===== src/rtl/instruction_fetch_unit.sv =====
// Fetch stage: owns the PC, requests words from instruction memory and fills the IF/ID slot via a one-entry skid.
// Optional macro IFU_PERF_COUNTERS_EN adds fetch/bubble counter ports.
module instruction_fetch_unit #(
  parameter logic [31:0] RESET_PC = 32'h0040_0000
) (
  input  logic        CLOCK,
  input  logic        RESET,
  input  logic        Stall_In,
  input  logic        Redirect_In,
  input  logic [31:0] Target_In,
  output logic        IMem_Req_Out,
  output logic [31:0] IMem_Addr_Out,
  input  logic        IMem_Ready_In,
  input  logic [31:0] IMem_Data_In,
  output logic [31:0] Instruction_Out,
  output logic [31:0] PCPlus4_Out,
  output logic        Valid_Out
`ifdef IFU_PERF_COUNTERS_EN
  ,
  output logic [31:0] Fetch_Count_Out,
  output logic [31:0] Bubble_Count_Out
`endif
);

  typedef enum logic [1:0] {
    S_IDLE,
    S_FETCH,
    S_HOLD,
    S_DRAIN
  } state_t;

  state_t      r_state;
  state_t      w_state_nxt;
  logic [31:0] r_pc;
  logic [31:0] w_pc_nxt;
  logic [31:0] r_addr_q;
  logic [31:0] w_addr_nxt;
  logic [31:0] r_skid_instr;
  logic [31:0] w_skid_instr_nxt;
  logic [31:0] r_skid_pc4;
  logic [31:0] w_skid_pc4_nxt;
  logic [31:0] r_instr;
  logic [31:0] w_instr_nxt;
  logic [31:0] r_pc4;
  logic [31:0] w_pc4_nxt;
  logic        r_valid;
  logic        w_valid_nxt;

  logic        w_req;
  logic        w_hs;
  logic        w_consume;
  logic        w_slot_free;
  logic [31:0] w_addr_inc;
  logic [31:0] w_target;

  function automatic logic [31:0] f_word_align(input logic [31:0] a);
    return a & 32'hFFFF_FFFC;
  endfunction

  assign w_req       = (r_state == S_FETCH) || (r_state == S_DRAIN);
  assign w_hs        = w_req && IMem_Ready_In;
  assign w_consume   = r_valid && !Stall_In;
  assign w_slot_free = !r_valid || !Stall_In;
  assign w_addr_inc  = r_addr_q + 32'd4;
  assign w_target    = f_word_align(Target_In);

  assign IMem_Req_Out    = w_req;
  assign IMem_Addr_Out   = r_addr_q;
  assign Instruction_Out = r_instr;
  assign PCPlus4_Out     = r_pc4;
  assign Valid_Out       = r_valid;

  always_comb begin
    w_state_nxt      = r_state;
    w_pc_nxt         = r_pc;
    w_addr_nxt       = r_addr_q;
    w_skid_instr_nxt = r_skid_instr;
    w_skid_pc4_nxt   = r_skid_pc4;
    w_instr_nxt      = r_instr;
    w_pc4_nxt        = r_pc4;
    w_valid_nxt      = r_valid;

    case (r_state)
      S_IDLE: begin
        w_state_nxt = S_FETCH;
        w_addr_nxt  = r_pc;
      end

      S_FETCH: begin
        if (Redirect_In) begin
          w_pc_nxt    = w_target;
          w_valid_nxt = 1'b0;
          w_instr_nxt = 32'd0;
          if (w_hs) begin
            w_addr_nxt = w_target;
          end else begin
            // The memory still owes a word for r_addr_q; it must be absorbed first.
            w_state_nxt = S_DRAIN;
          end
        end else if (w_hs) begin
          w_pc_nxt = w_addr_inc;
          if (w_slot_free) begin
            w_instr_nxt = IMem_Data_In;
            w_pc4_nxt   = w_addr_inc;
            w_valid_nxt = 1'b1;
            w_addr_nxt  = w_addr_inc;
          end else begin
            w_skid_instr_nxt = IMem_Data_In;
            w_skid_pc4_nxt   = w_addr_inc;
            w_state_nxt      = S_HOLD;
          end
        end else if (w_consume) begin
          w_valid_nxt = 1'b0;
        end
      end

      S_HOLD: begin
        if (Redirect_In) begin
          w_pc_nxt         = w_target;
          w_addr_nxt       = w_target;
          w_valid_nxt      = 1'b0;
          w_instr_nxt      = 32'd0;
          w_skid_instr_nxt = 32'd0;
          w_skid_pc4_nxt   = 32'd0;
          w_state_nxt      = S_FETCH;
        end else if (!Stall_In) begin
          w_instr_nxt = r_skid_instr;
          w_pc4_nxt   = r_skid_pc4;
          w_valid_nxt = 1'b1;
          w_addr_nxt  = r_pc;
          w_state_nxt = S_FETCH;
        end
      end

      S_DRAIN: begin
        if (Redirect_In) begin
          w_pc_nxt    = w_target;
          w_valid_nxt = 1'b0;
          w_instr_nxt = 32'd0;
        end
        // Returned word is dropped; a same-cycle redirect wins over the stored PC.
        if (w_hs) begin
          w_addr_nxt  = Redirect_In ? w_target : r_pc;
          w_state_nxt = S_FETCH;
        end
      end

      default: begin
        w_state_nxt = S_IDLE;
      end
    endcase
  end

  always_ff @(posedge CLOCK) begin
    if (RESET) begin
      r_state      <= S_IDLE;
      r_pc         <= RESET_PC;
      r_addr_q     <= 32'd0;
      r_skid_instr <= 32'd0;
      r_skid_pc4   <= 32'd0;
      r_instr      <= 32'd0;
      r_pc4        <= 32'd0;
      r_valid      <= 1'b0;
    end else begin
      r_state      <= w_state_nxt;
      r_pc         <= w_pc_nxt;
      r_addr_q     <= w_addr_nxt;
      r_skid_instr <= w_skid_instr_nxt;
      r_skid_pc4   <= w_skid_pc4_nxt;
      r_instr      <= w_instr_nxt;
      r_pc4        <= w_pc4_nxt;
      r_valid      <= w_valid_nxt;
    end
  end

`ifdef IFU_PERF_COUNTERS_EN
  logic [31:0] r_fetch_cnt;
  logic [31:0] r_bubble_cnt;

  always_ff @(posedge CLOCK) begin
    if (RESET) begin
      r_fetch_cnt  <= 32'd0;
      r_bubble_cnt <= 32'd0;
    end else begin
      if (w_consume) begin
        r_fetch_cnt <= r_fetch_cnt + 32'd1;
      end
      if (!r_valid && (r_state != S_IDLE)) begin
        r_bubble_cnt <= r_bubble_cnt + 32'd1;
      end
    end
  end

  assign Fetch_Count_Out  = r_fetch_cnt;
  assign Bubble_Count_Out = r_bubble_cnt;
`endif

endmodule

===== config.mk =====
export PLATFORM = sky130hd
export DESIGN_NAME = instruction_fetch_unit
export DESIGN_NICKNAME = d
export VERILOG_FILES = /design/src/rtl/instruction_fetch_unit.sv
export SDC_FILE = /design/constraint.sdc
export NUM_CORES = 1
export LEC_CHECK = 0
export BUFFER_PORTS_ARGS = -buffer_cell sky130_fd_sc_hd__buf_2
export CAP_MARGIN = 20
export CORE_AREA = 2 2 196 102
export CTS_BUF_LIST = sky130_fd_sc_hd__clkbuf_4
export CTS_CLUSTER_DIAMETER = 120
export CTS_CLUSTER_SIZE = 8
export DETAILED_ROUTE_END_ITERATION = 16
export DIE_AREA = 0 0 198 104
export GPL_TIMING_DRIVEN = 0
export HOLD_SLACK_MARGIN = 0.12
export PLACE_DENSITY = 0.8
export SETUP_SLACK_MARGIN = 0.2
export SYNTH_ARGS = -nofsm -noshare
export SYNTH_HDL_FRONTEND = slang
export SYNTH_SLANG_ARGS = --single-unit
export TNS_END_PERCENT = 1

===== constraint.sdc =====
create_clock -name CLOCK -period 2.5 [get_ports CLOCK]
set_input_delay 0.5 -clock CLOCK [delete_from_list [all_inputs] [get_ports CLOCK]]
set_output_delay 0.5 -clock CLOCK [all_outputs]
set_load 0.05 [all_outputs]

Word-level counts from Yosys, hierarchy flattened:

Cells that the tools add are included.

* register bits after elaboration: 195
* input bits: 69
* word-level logic and storage cells: 93
* output and inout port bits: 98

* add/sub/neg operators: 1
* equal/unequal tests: 19
* multiplexer cells: 47
* reduce and logical (&&, ||, !) cells: 18

Operators with widths (count)
* $mux 32: 25
* $pmux 32 s2: 4
* $pmux 32 s4: 1
* $pmux 32 s3: 1
* $add 32x3->32 const B: 1
* $reduce_and 5->1: 4
* $ne 2x2->1 const B: 9
* $ne 3x3->1 const B: 5
* $mux 2: 7
* $ne 4x4->1 const B: 2
* $pmux 2 s4: 1
* $mux 1: 7
* $reduce_and 6->1: 1
* $eq 2x2->1 const B: 2
* $reduce_and 4->1: 1
* $reduce_bool 2->1: 2
* $pmux 1 s3: 1
* $reduce_bool 3->1: 1
* $eq 2x1->1 const B: 1
* $logic_and 1x1->1: 2
* $logic_not 1->1: 2
* $logic_not 2->1: 1
* $logic_or 1x1->1: 2
* $reduce_and 2->1: 1
* $reduce_or 2->1: 1

Depth between registers and ports, before layout:

* depth after elaboration: 6
* mapped depth: 9
* mapped depth without buffers: 7

Worst setup path before layout:

Ideal clock, no wire load.

* path type: register to register
* start: register r_addr_q[2], in the netlist IMem_Addr_Out[2]
* end: register r_addr_q[8], in the netlist IMem_Addr_Out[8]
* stages on the path, launching flop included: 8
* path slack: 0.193 ns
* clock period less this slack: 2.307 ns
* data arrival time: 2.247 ns
* cell sequence: dfxtp_1 ha_1 and2_1 nand2_4 xnor2_1 o221ai_1 a2111oi_0 a31o_2

* longest elaborated chain between the ends: 5

Ends and longest elaborated chain
* start, declared: line 36 `logic [31:0] r_addr_q;`
* start signal, assigned: line 167 `r_addr_q <= w_addr_nxt;`
* $add 32x3->32: line 64 `assign w_addr_inc = r_addr_q + 32'd4;`
* $mux 32: line 102 `if (w_slot_free) begin`
* $mux 32: line 100 `end else if (w_hs) begin`
* $mux 32: line 90 `if (Redirect_In) begin`
* $pmux 32 s4: line 83 `case (r_state)`

Every way passes these cells. The select of a mux whose other input is x is not followed.
A chain may end at the register's enable or synchronous reset.

Worst setup path after layout:

* start: register r_state[1]
* end: register r_pc4[27], in the netlist PCPlus4_Out[27]

* longest elaborated chain between the ends: 5

Ends and longest elaborated chain
* start, declared: line 32 `state_t r_state;`
* start signal, assigned: line 165 `r_state <= w_state_nxt;`
* $eq 2x1->1 or $eq 2x2->1 (tied branches): line 60, 83
* $logic_or 1x1->1: line 60 `assign w_req = (r_state == S_FETCH) || (r_state == S_DRAIN);`
* $logic_and 1x1->1: line 61 `assign w_hs = w_req && IMem_Ready_In;`
* $ne 2x2->1 (no line)
* $reduce_and 6->1 (no line)
* end signal, assigned: line 171 `r_pc4 <= w_pc4_nxt;`
* end, declared: line 44 `logic [31:0] r_pc4;`

Several ways; a longest one is shown, not always the timed one.

==> reports/qor.csv <==
metric,value,unit
Synth Instances,1175,
drt drc,0,
endpoints failing setup,0,
port bufs,162,
worst-path fanout max,10,
core area,0.01896,mm²
R2R cell count,7,
xor/xnor cell area share of the yosys netlist,2.917,%
fillers,1822,
CP required,3.04,ns
global-route wire length before repair,56060,µm
post-synthesis mux area share,0.4591,%
WP data arrival,2.91,ns
"Hold Violations, Final",0,
hold-critical path depth,3,
Compound-Gate Fraction of Synth Area,26.95,%
Via density,6.362,
nature of the critical path endpoint,register,
Die ar.,0.02059,mm²
post-DR wirelength/cell,23.15,µm
Final Max Tran Viols,0,
vias in the first global route,9172,
"leading cell types in the layout, fill and taps excluded","dfxtp_1, buf_2, nor2_1",
fraction of layout instances using a drive strength above 1,22.00,%
TritonCTS buffer count,17,
initial cell density of the core,48.87,%
Die Ht,104,µm
Post-synth EDFFs,0,
P_leak,4.281,nW
Startpoint Class,register,
top area cells in the synthesized netlist,"dfxtp_1, a21oi_1, nor2_1",
total gr overflow,0,
# rows,36,
H-tree depth,4,
GRT Total Usage,36.21,%
routability cong.,1.097,
main combinational cell family by area after synthesis,compound AO/OA/AOI/OAI gates,
total number of vias,10427,
post-synth net total,1245,
final wirelength,37940,µm
Max clock buf depth,2,
CP Class,register to register,
P&R area growth vs syn,18.23,%
ANT cells,0,
drt pass-1 iters,5,
max_slew headroom,40.43,%
library cells used by synthesis,65,
status,"finished, final reports clean",
Final nets,1430,
CTS tree,yes,
dpl cells,1603,
IO Count,167,
period utilization,94.89,%
Synth area leader,dfxtp_1,
root buf cell,clkbuf_4,
Synth Flop Type,dfxtp_1,
Final ANT Viol Nets,0,
clock-pin slew on the worst setup and hold paths,0.16,ns
largest net degree at the start of global routing,17,
Hold Crit Class,input pin to register,
total clock sinks,195,
Post-Syn Area,0.009266,mm²
reg2reg setup slack,0.13,ns
PD cells,634.9,mW/mm²
Synth Register Bits,195,
initial antenna violation count,0,
Post-Synth Simple-Gate Area,22.44,%
hold_ws,0.1388,ns
Slew @ Worst Pin,0.8936,ns
Synth Warn #,0,
Peak VDD IR,0.3789,mV
"commonest non-fill, non-tap cell in the layout",dfxtp_1,
Layout Skew,0.03793,ns
Detailed Route Iter0 Violations,1686,
Worst-Skew Late Latency,0.62,ns
CTS Hold Bufs,0,
die width,198,µm
final non-filler cell total,1639,
fmax,0.4215,GHz
RSZ-0062 raised after global routing,yes,
syn avg cell area,7.886,µm²
crit path time final,2.372,ns
area share of the largest cell type after synthesis,42.13,%
MaxCap Viol Count,0,
post-synthesis sequential area ratio,42.13,%
ys async rst share,0,%
Adder-Cell Fraction of Synth Area,0.1350,%
hpwl dp,28920,µm
[synthesized netlist by cell type (12+ instances only)]
master,instances
a31oi_1,18
clkbuf_1,82
o21ai_0,54
nor3_1,15
o211ai_1,17
buf_2,20
nand2_1,126
a21oi_1,127
a211oi_1,53
nand3_1,73
dfxtp_1,195
a22oi_1,53
xor2_1,12
nand2b_1,14
nor2_1,151
xnor2_1,17
[per-layer routing]
| metal | share of wire [%] | routed length [µm] | track usage [%] |
|---|---|---|---|
| met1 | 44 | 16690 | 55.83 |
| met2 | 37 | 13950 | 45.27 |
| met3 | 17 | 6421 | 13.88 |
| met4 | 2.1 | 782 | 9.023 |
| met5 | 0.26 | 100 | 3.951 |
[where the power goes]
group	switching, W	leakage [nW]	total, W	internal [W]
sequential	0.000190	1.60	0.00347	0.00328
combinational	0.00123	2.53	0.00168	0.000451
clock	0.00115	0.151	0.00180	0.000645
total	0.00258	4.28	0.00696	0.00438
[kinds of logic after synthesis]
| group | Yosys count |
|---|---|
| AND/OR/NAND/NOR | 444 |
| AO/OA/AOI/OAI | 387 |
| flip-flops | 195 |
| buffers and inverters | 114 |
| XOR/XNOR | 30 |
| multiplexers | 4 |
| adder cells (fa/ha/maj) | 1 |
[final timing paths]
| path | start | to |
|---|---|---|
| hold / removal | IMem_Data_In[13] | r_skid_instr[13]$_SDFFE_PP0P_ |
| hold reg to reg | r_skid_instr[26]$_SDFFE_PP0P_ | r_skid_instr[26]$_SDFFE_PP0P_ |
| setup reg to reg | r_state[1]$_SDFFE_PP0P_ | PCPlus4_Out[27]$_SDFFE_PP0P_ |
| setup / recovery | r_state[1]$_SDFFE_PP0P_ | PCPlus4_Out[27]$_SDFFE_PP0P_ |
[layout make-up]
cell class | instances | area [µm²] | share of cell area [%]
sequential | 195 | 3923 | 35.80
clock buffer | 21 | 157.7 | 1.439
tap | 266 | 332.8 | 3.038
multi-input combinational | 866 | 5055 | 46.14
clock inverter | 11 | 127.6 | 1.165
buffer | 109 | 500.5 | 4.568
timing repair buffer | 166 | 840.8 | 7.675
inverter | 5 | 18.77 | 0.1713
[sequential cells by signal, summed over array words and instances, names as in the netlist]
register and flops:
IMem_Addr_Out 32, Instruction_Out 32, PCPlus4_Out 32, r_pc 32
r_skid_instr 32, r_skid_pc4 32, r_state 2, Valid_Out 1
[per-stage QoR]
stage                     setup WS [ns]  TNS [ns]  util (%)  area, µm²  total power, W
after CTS                       0.07017         0     56.56      10730        0.006837
final                            0.1277         0     57.77      10960        0.006956
after global placement          -0.2960    -11.32     54.90      10410        0.005100
after global routing            0.01197         0     57.77      10960        0.007140
after floorplan                  0.2356         0         -       9268        0.004560
after detailed placement        -0.2344    -5.962     54.90      10410        0.005118
[critical path: stages (launching register included)]
cell	delay, ns
dfxtp_1	0.33
buf_2	0.19
nor2b_1	0.32
buf_2	0.28
buf_2	0.28
clkbuf_1	0.44
o21ai_0	0.30
a21oi_1	0.17
[timing repair]
action	4_1_cts	5_1_grt
resized for setup	7	103
pin swaps	0	4
endpoints found under the setup margin	115	184
buffers inserted	0	4
Power figures use the tool's default switching activity.
